===== src/rtl/mem_bist_pkg.sv =====
// Shared types and default sizing for the memory BIST master.
package mem_bist_pkg;

    localparam int DEF_WIDTH      = 8;
    localparam int DEF_ADDR_WIDTH = 4;
    localparam int DEF_TIMEOUT    = 16;

    typedef enum logic [2:0] {
        IDLE,
        WR_REQ,
        WR_GAP,
        RD_REQ,
        RD_GAP,
        FIN
    } state_t;

endpackage


===== src/rtl/mem_bist_wdog.sv =====
// Ready-wait watchdog: counts request cycles and flags when the limit is reached.
module mem_bist_wdog #(
    parameter int LIMIT = 16
) (
    input  logic clk,
    input  logic res,
    input  logic clear,
    input  logic enable,
    output logic expired
);

    localparam int CW = $clog2(LIMIT + 1);

    logic [CW-1:0] count;

    assign expired = (count == CW'(LIMIT));

    // Count waiting cycles; saturate at the limit so expired stays asserted.
    always_ff @(posedge clk or posedge res) begin
        if (res) begin
            count <= '0;
        end else if (clear) begin
            count <= '0;
        end else if (enable && !expired) begin
            count <= count + CW'(1);
        end
    end

endmodule


===== src/rtl/mem_bist_master.sv =====
// Memory BIST master: writes an incrementing pattern over a wrapping address
// window, reads it back, and reports mismatches or a ready timeout.
module mem_bist_master
    import mem_bist_pkg::*;
#(
    parameter int WIDTH      = DEF_WIDTH,
    parameter int ADDR_WIDTH = DEF_ADDR_WIDTH,
    parameter int TIMEOUT    = DEF_TIMEOUT
) (
    input  logic                  clk,
    input  logic                  res,
    input  logic                  start,
    input  logic [ADDR_WIDTH-1:0] base_addr,
    input  logic [ADDR_WIDTH:0]   len,
    input  logic [WIDTH-1:0]      seed,
    output logic                  valid,
    output logic                  wr_rd,
    output logic [ADDR_WIDTH-1:0] addr,
    output logic [WIDTH-1:0]      wdata,
    input  logic                  ready,
    input  logic [WIDTH-1:0]      rdata,
    output logic                  busy,
    output logic                  done,
    output logic                  pass,
    output logic                  timeout,
    output logic [ADDR_WIDTH:0]   err_count,
    output logic [ADDR_WIDTH-1:0] first_err_addr
);

    localparam int DEPTH = 2 ** ADDR_WIDTH;
    localparam int LW    = ADDR_WIDTH + 1;

    // Word counts beyond the memory size collapse to one full pass.
    function automatic logic [LW-1:0] sat_len(input logic [LW-1:0] l);
        return (l > LW'(DEPTH)) ? LW'(DEPTH) : l;
    endfunction

    state_t                state, next_state;
    logic [ADDR_WIDTH-1:0] base_r;
    logic [LW-1:0]         len_r;
    logic [LW-1:0]         idx;
    logic [WIDTH-1:0]      seed_r;
    logic                  pass_r;
    logic                  timeout_r;
    logic [LW-1:0]         err_r;
    logic [ADDR_WIDTH-1:0] first_r;
    logic                  in_req;
    logic                  expired;
    logic                  last;
    logic [ADDR_WIDTH-1:0] cur_addr;
    logic [WIDTH-1:0]      pattern;

    assign cur_addr       = base_r + idx[ADDR_WIDTH-1:0];
    assign pattern        = seed_r + WIDTH'(idx);
    assign in_req         = (state == WR_REQ) || (state == RD_REQ);
    assign last           = ((idx + LW'(1)) == len_r);
    assign timeout        = timeout_r;
    assign err_count      = err_r;
    assign first_err_addr = first_r;

    // The watchdog restarts whenever a request phase is (re)entered.
    mem_bist_wdog #(.LIMIT(TIMEOUT)) u_wdog (
        .clk     (clk),
        .res     (res),
        .clear   (!in_req),
        .enable  (in_req),
        .expired (expired)
    );

    // State register.
    always_ff @(posedge clk or posedge res) begin
        if (res) state <= IDLE;
        else     state <= next_state;
    end

    // Next-state decode and request/status outputs.
    always_comb begin
        next_state = state;
        valid      = 1'b0;
        wr_rd      = 1'b0;
        addr       = '0;
        wdata      = '0;
        busy       = 1'b0;
        done       = 1'b0;
        pass       = pass_r;
        case (state)
            IDLE: begin
                if (start) next_state = (sat_len(len) == '0) ? FIN : WR_REQ;
            end
            WR_REQ: begin
                busy  = 1'b1;
                wr_rd = 1'b1;
                addr  = cur_addr;
                wdata = pattern;
                valid = !expired;
                if (expired)    next_state = FIN;
                else if (ready) next_state = WR_GAP;
            end
            WR_GAP: begin
                busy       = 1'b1;
                addr       = cur_addr;
                next_state = last ? RD_REQ : WR_REQ;
            end
            RD_REQ: begin
                busy  = 1'b1;
                addr  = cur_addr;
                valid = !expired;
                if (expired)    next_state = FIN;
                else if (ready) next_state = RD_GAP;
            end
            RD_GAP: begin
                busy       = 1'b1;
                addr       = cur_addr;
                next_state = last ? FIN : RD_REQ;
            end
            FIN: begin
                done       = 1'b1;
                pass       = (err_r == '0) && !timeout_r;
                next_state = IDLE;
            end
            default: next_state = IDLE;
        endcase
    end

    // Result registers: cleared on an accepted start, held until the next one.
    always_ff @(posedge clk or posedge res) begin
        if (res) begin
            pass_r    <= 1'b0;
            timeout_r <= 1'b0;
            err_r     <= '0;
            first_r   <= '0;
        end else begin
            case (state)
                IDLE: begin
                    if (start) begin
                        pass_r    <= 1'b0;
                        timeout_r <= 1'b0;
                        err_r     <= '0;
                        first_r   <= '0;
                    end
                end
                WR_REQ, RD_REQ: begin
                    if (expired) begin
                        timeout_r <= 1'b1;
                    end else if (ready && (state == RD_REQ) && (rdata != pattern)) begin
                        err_r <= err_r + LW'(1);
                        if (err_r == '0) first_r <= cur_addr;
                    end
                end
                FIN:     pass_r <= (err_r == '0) && !timeout_r;
                default: ;
            endcase
        end
    end

    // Test window and word index; only meaningful while a test is running.
    always_ff @(posedge clk) begin
        if ((state == IDLE) && start) begin
            base_r <= base_addr;
            len_r  <= sat_len(len);
            seed_r <= seed;
            idx    <= '0;
        end else if ((state == WR_GAP) || (state == RD_GAP)) begin
            idx <= last ? '0 : idx + LW'(1);
        end
    end

endmodule

===== config.mk =====
export PLATFORM = sky130hd
export DESIGN_NAME = mem_bist_master
export DESIGN_NICKNAME = d
export VERILOG_FILES = /design/src/rtl/mem_bist_pkg.sv /design/src/rtl/mem_bist_wdog.sv /design/src/rtl/mem_bist_master.sv
export SDC_FILE = /design/constraint.sdc
export NUM_CORES = 1
export LEC_CHECK = 0
export BUFFER_PORTS_ARGS = -buffer_cell sky130_fd_sc_hd__buf_4
export CELL_PAD_IN_SITES_DETAIL_PLACEMENT = 0
export CELL_PAD_IN_SITES_GLOBAL_PLACEMENT = 2
export CORE_MARGIN = 5
export CORE_UTILIZATION = 38
export CTS_BUF_LIST = sky130_fd_sc_hd__clkbuf_8
export DETAILED_ROUTE_END_ITERATION = 12
export PLACE_DENSITY = 0.95
export SLEW_MARGIN = 20
export SYNTH_ARGS = -nofsm -noshare
export SYNTH_HDL_FRONTEND = slang
export SYNTH_HIERARCHICAL = 1
export SYNTH_SLANG_ARGS = --single-unit

===== constraint.sdc =====
create_clock -name clk -period 7 [get_ports clk]
set_input_delay 0 -clock clk [delete_from_list [all_inputs] [get_ports clk]]
set_output_delay 0 -clock clk [all_outputs]
set_load 0.02 [all_outputs]

**Word level (Yosys, flattened, before mapping)**

Cells that the tools add are included.

- $add $sub $neg: 5
- Order comparisons: 1
- Equality and inequality tests: 16
- Mux-type cells: 33
- Reduce and logical (&&, ||, !) cells: 21

Operators by type and width:

| operator | number |
|---|---|
| $mux 5 | 7 |
| $mux 3 | 7 |
| $mux 4 | 5 |
| $add 5x1->5 const B | 3 |
| $pmux 3 s5 | 1 |
| $logic_not 5->1 | 2 |
| $pmux 5 s2 | 1 |
| $add 8x5->8 | 1 |
| $mux 8 | 1 |
| $ne 8x8->1 | 1 |
| $pmux 4 s2 | 1 |
| $mux 1 | 7 |
| $eq 3x2->1 const B | 2 |
| $eq 3x3->1 const B | 2 |
| $ne 2x1->1 const B | 3 |
| $ne 2x2->1 const B | 3 |
| $ne 3x2->1 const B | 2 |
| $reduce_and 3->1 | 2 |
| $eq 5x5->1 | 1 |
| $eq 5x5->1 const B | 1 |
| $gt 5x5->1 const B | 1 |
| $logic_and 1x1->1 | 5 |
| $reduce_and 5->1 | 1 |
| $add 4x4->4 | 1 |
| other kinds (11) | 15 |

- Flip-flop bits (word level): 41
- Bits of input ports: 29
- Output and inout port bits: 27
- Logic and storage cells: 86

**Logic depth before layout (Yosys ltp)**

- Depth after elaboration: 6
- Depth in mapped cells: 10
- Gate-level depth less buffers: 9

**Hierarchy**

The synthesis kept the hierarchy.

Modules (own cells, without submodules):

| module | instances | cells an instance | area an instance (sq um) | sequential area each (sq um) |
|---|---|---|---|---|
| mem_bist_master | 1 | 210 | 2189.6 | 960.9 |
| mem_bist_wdog | 1 | 28 | 284.0 | 125.1 |

**Least setup slack after synthesis**

Ideal clock, no wire load.

- Path kind: flip-flop to flip-flop
- Start point: reg idx[0]
- End point: reg first_r[0] (netlist: first_err_addr[0])
- Arrival time: 2.363 ns
- Data required time: 6.921 ns
- Path slack: 4.557 ns
- Stages on the path, launching flop included: 11
- Path buffers: 1
- Period minus slack after synthesis: 2.443 ns
- Path through: dfxtp_1 ha_1 fa_1 a21o_1 a21oi_1 xnor2_1 nor4_4 a31oi_4 nand2b_2 buf_6 mux2i_1

- Longest elaborated chain between the ends: 5
- Elaborated cells on any way between the ends: 10
- Those cells by class: add/sub: 2; eq/ne: 2; mux: 4; reduce/logical: 2

RTL lines:

| what | line | text |
|---|---|---|
| from (decl) | mem_bist_master.sv:41 | `logic [LW-1:0] idx;` |
| from (signal assigned) | mem_bist_master.sv:164 | `idx <= last ? '0 : idx + LW'(1);` |
| $add 8x5->8 / $add 4x4->4 (equally long branches) | mem_bist_master.sv:54, mem_bist_master.sv:53 |  |
| $ne 8x8->1 / $mux 4 (equally long branches) | mem_bist_master.sv:145, mem_bist_master.sv:147 |  |
| $logic_and 1x1->1 / $mux 4 (equally long branches) | mem_bist_master.sv:145 | `end else if (ready && (state == RD_REQ) && (rdata != pattern)) begin` |
| $ne 2x1->1 (no line) / $mux 4 (equally long branches) | - |  |
| $reduce_and 5->1 (no line) / $pmux 4 s2 (equally long branches) | - |  |
| to (signal assigned) | mem_bist_master.sv:147 | `if (err_r == '0) first_r <= cur_addr;` |
| to (decl) | mem_bist_master.sv:46 | `logic [ADDR_WIDTH-1:0] first_r;` |

Several ways; a longest one is shown, not always the timed one. The select of a mux whose other input is x is not followed.
A chain may end at the register's enable or synchronous reset.

**Worst setup path after layout**

Same ends and word-level chain as after synthesis.

==> summary.txt <==
Outcome
  • Status: finished clean

GRT
  • Largest net degree at the start of global routing: 25
  • Vias in the first global route: 2008
  • Overall routing resource usage: 14.3%
  • First-pass GRT wire length: 9.69 mm
  • Grt ovf: 0
  • Initial antenna violation count: 0

Clock network
  • Max Buffers Root-to-Sink: 2
  • TritonCTS clock tree: built
  • Hold buffers post-CTS: 15
  • H-tree depth: 2
  • Root Driver: clkbuf_8
  • Clock buffer count from CTS: 5
  • Clk sinks: 41
  • Clock slew at reported path FFs: 0.08 ns
  • Post-cts resize count: 0
  • Clk_lat worst skew: 0.29 ns
  • Setup bufs post-CTS: 0

Cells and area
  • ANT cells: 0
  • Fin util: 50.2%
  • Area Growth Syn to Fin: 28.9%
  • Share of cells above drive strength 1: 23.2%
  • Nets@finish: 354

Min path
  • Hold Path Class: input port to register
  • Min-delay src: len[3]

Die
  • Site Rows: 29
  • Core area: 6350 sq um
  • Die Wd: 90.7 um
  • Die Y: 90.7 um
  • Io pins: 56
  • Starting Density: 39.0%
  • Full die area: 8220 sq um

Setup path
  • Worst-path fanout max: 8
  • Crit-path cells: ha_1, fa_1, a21o_1, a21oi_1, xnor2_1, nor4_4, a31oi_4, nand2b_2, mux2i_1
  • Worst Setup SP: idx[0]
  • Critical path arrival: 2.91 ns
  • Crit path buf inv count: 0
  • CP max stage delay: 0.41 ns
  • Kind of cell adding the most delay to the critical path: adder cells
  • Crit start category: register
  • Reg-to-reg startpoint: idx[0]
  • Slowest cell on the critical path: dfxtp_1
  • Worst setup path class: register to register
  • Critical Path End Type: register
  • Data required, critical path: 7.21 ns

Timing
  • Period utilization: 38.6%
  • Unrepaired setup endpoints after global routing: false
  • Actual slew at the worst max-slew pin: 0.854 ns
  • Max Freq: 370 MHz
  • Final setup TNS: 0 ns
  • Fin. max-slew vios: 0
  • Worst Skew: 0.00843 ns
  • Final Hold Viols: 0
  • Final Setup Violations: 0
  • Rel. slew slack: 42.7%
  • Min Hold Slack: 0.0134 ns
  • Min cycle time layout: 2.70 ns
  • Final setup margin: 4.30 ns

Synthesis
  • Cell count after synthesis: 238
  • Yosys reg bits: 41
  • Post-synth top cells: 23 x nor2_1, 20 x nand2_1, 19 x dfrtp_1
  • Register area share after synthesis: 43.9%
  • Synth async-reset ratio: 46.3%
  • Unique masters post-synth: 48
  • Top cells by area, synth: edfxtp_1 21%, dfrtp_1 19%, ha_1 6.6%
  • Synth area leader: edfxtp_1
  • Syn avg cell area: 10.4 sq um
  • Synthesized Nets: 282
  • Ys flop type: dfrtp_1
  • Yosys top cell area share: 20.6%
  • Top-count cell post-synth: nor2_1
  • Synth warn: 6
  • Post-Syn Area: 2470 sq um
  • Number of synthesized flops with an enable pin: 17

Route
  • Vias: 1939
  • Via density: 5.00
  • DRC errors left: 0
  • WL final: 5.52 mm
  • Initial DRT Pass Iterations: 5
  • Antenna-violating nets left: 0
  • Starting DRT DRC Count: 50
  • WL per Instance: 14.2 um

Place
  • DP Worst Slack: 4.34 ns
  • Final HPWL DP: 4.16 mm
  • Routability Congestion: 0.799
  • Number of port buffers: 55

Power
  • Max VDD drop: 204 uV
  • Total power: 1.17 mW
  • Leakage: 1.47 nW
  • Power per cell area: 366 nW/um^2

Flow run
  • Max-cap violations: 0
[per-stage QoR]
step / cells / cell area (sq um)
after floorplan: 238 / 2470
after global placement: 365 / 2960
after detailed placement: 365 / 2960
after CTS: 388 / 3190
after global routing: 388 / 3190
final: 388 / 3190
[layout by cell type (no fill, tap or decap), drive strengths merged, types with 9 or more instances in the layout]
cell	synthesis	final
mux2i	9	9
xnor2	17	17
nand2	20	20
a21oi	13	13
edfxtp	17	17
inv	16	17
dfrtp	19	19
nor2	23	23
ha	13	13
buf	2	55
dlygate4sd3	0	15
xor2	12	12
[logic make-up (layout without fill, tap and decap cells)]
group	after synthesis	after routing	synth area share, %
buf+inv	22	95	3.69
mux	10	10	4.10
fa+ha+maj	15	15	8.19
simple gates	87	87	19.4
xor+xnor	31	31	12.1
compound gates	32	32	8.60
flops	41	41	43.9
[state kept, by name, summed over array words and instances, names as in the netlist]
| name | count |
|---|---|
| err_count | 5 |
| base_r | 4 |
| state | 3 |
| first_err_addr | 4 |
| pass_r | 1 |
| u_wdog/count | 5 |
| idx | 5 |
| seed_r | 8 |
| timeout | 1 |
| len_r | 5 |
[where the power goes]
part | total (mW) | internal, mW | switching (mW)
Sequential | 0.379 | 0.314 | 0.0643
Combinational | 0.642 | 0.275 | 0.367
Clock | 0.148 | 0.0677 | 0.0799
[routing by layer]
metal,part of all wire (%),GRT usage (%)
met2,49,22.6
met4,1.8,5.21
met5,0,0
met3,5.1,3.58
met1,44,18.7
[final timing paths]
| path | endpoint | slack, ns | cells after the start |
|---|---|---|---|
| max | first_err_addr[0] | 4.30 | 9 |
| min | len_r[3] | 0.01 | 2 |
| max reg2reg | first_err_addr[0] | 4.30 | 9 |
| min reg2reg | err_count[4] | 0.52 | 1 |
| max in group asynchronous | first_err_addr[2] | 6.30 | 3 |
| min in group asynchronous | u_wdog/count[4] | 0.17 | 3 |
[cell type report]
type                    count  area, sq um
clock inverters             3         13.8
clock buffers               5         68.8
multi-input cells         175         1300
well taps                  77         96.3
fillers                   595         3160
inverters                  17         63.8
repair buffers             70          563
flip-flops and latches     41         1090
[worst reg2reg max path: stages, from the launching register on]
cell and delay [ns]:
dfxtp_1 0.41, ha_1 0.27, fa_1 0.41, a21o_1 0.19
a21oi_1 0.26, xnor2_1 0.16, nor4_4 0.35, a31oi_4 0.18
nand2b_2 0.18, mux2i_1 0.20
(Power assumes the default switching activity.)
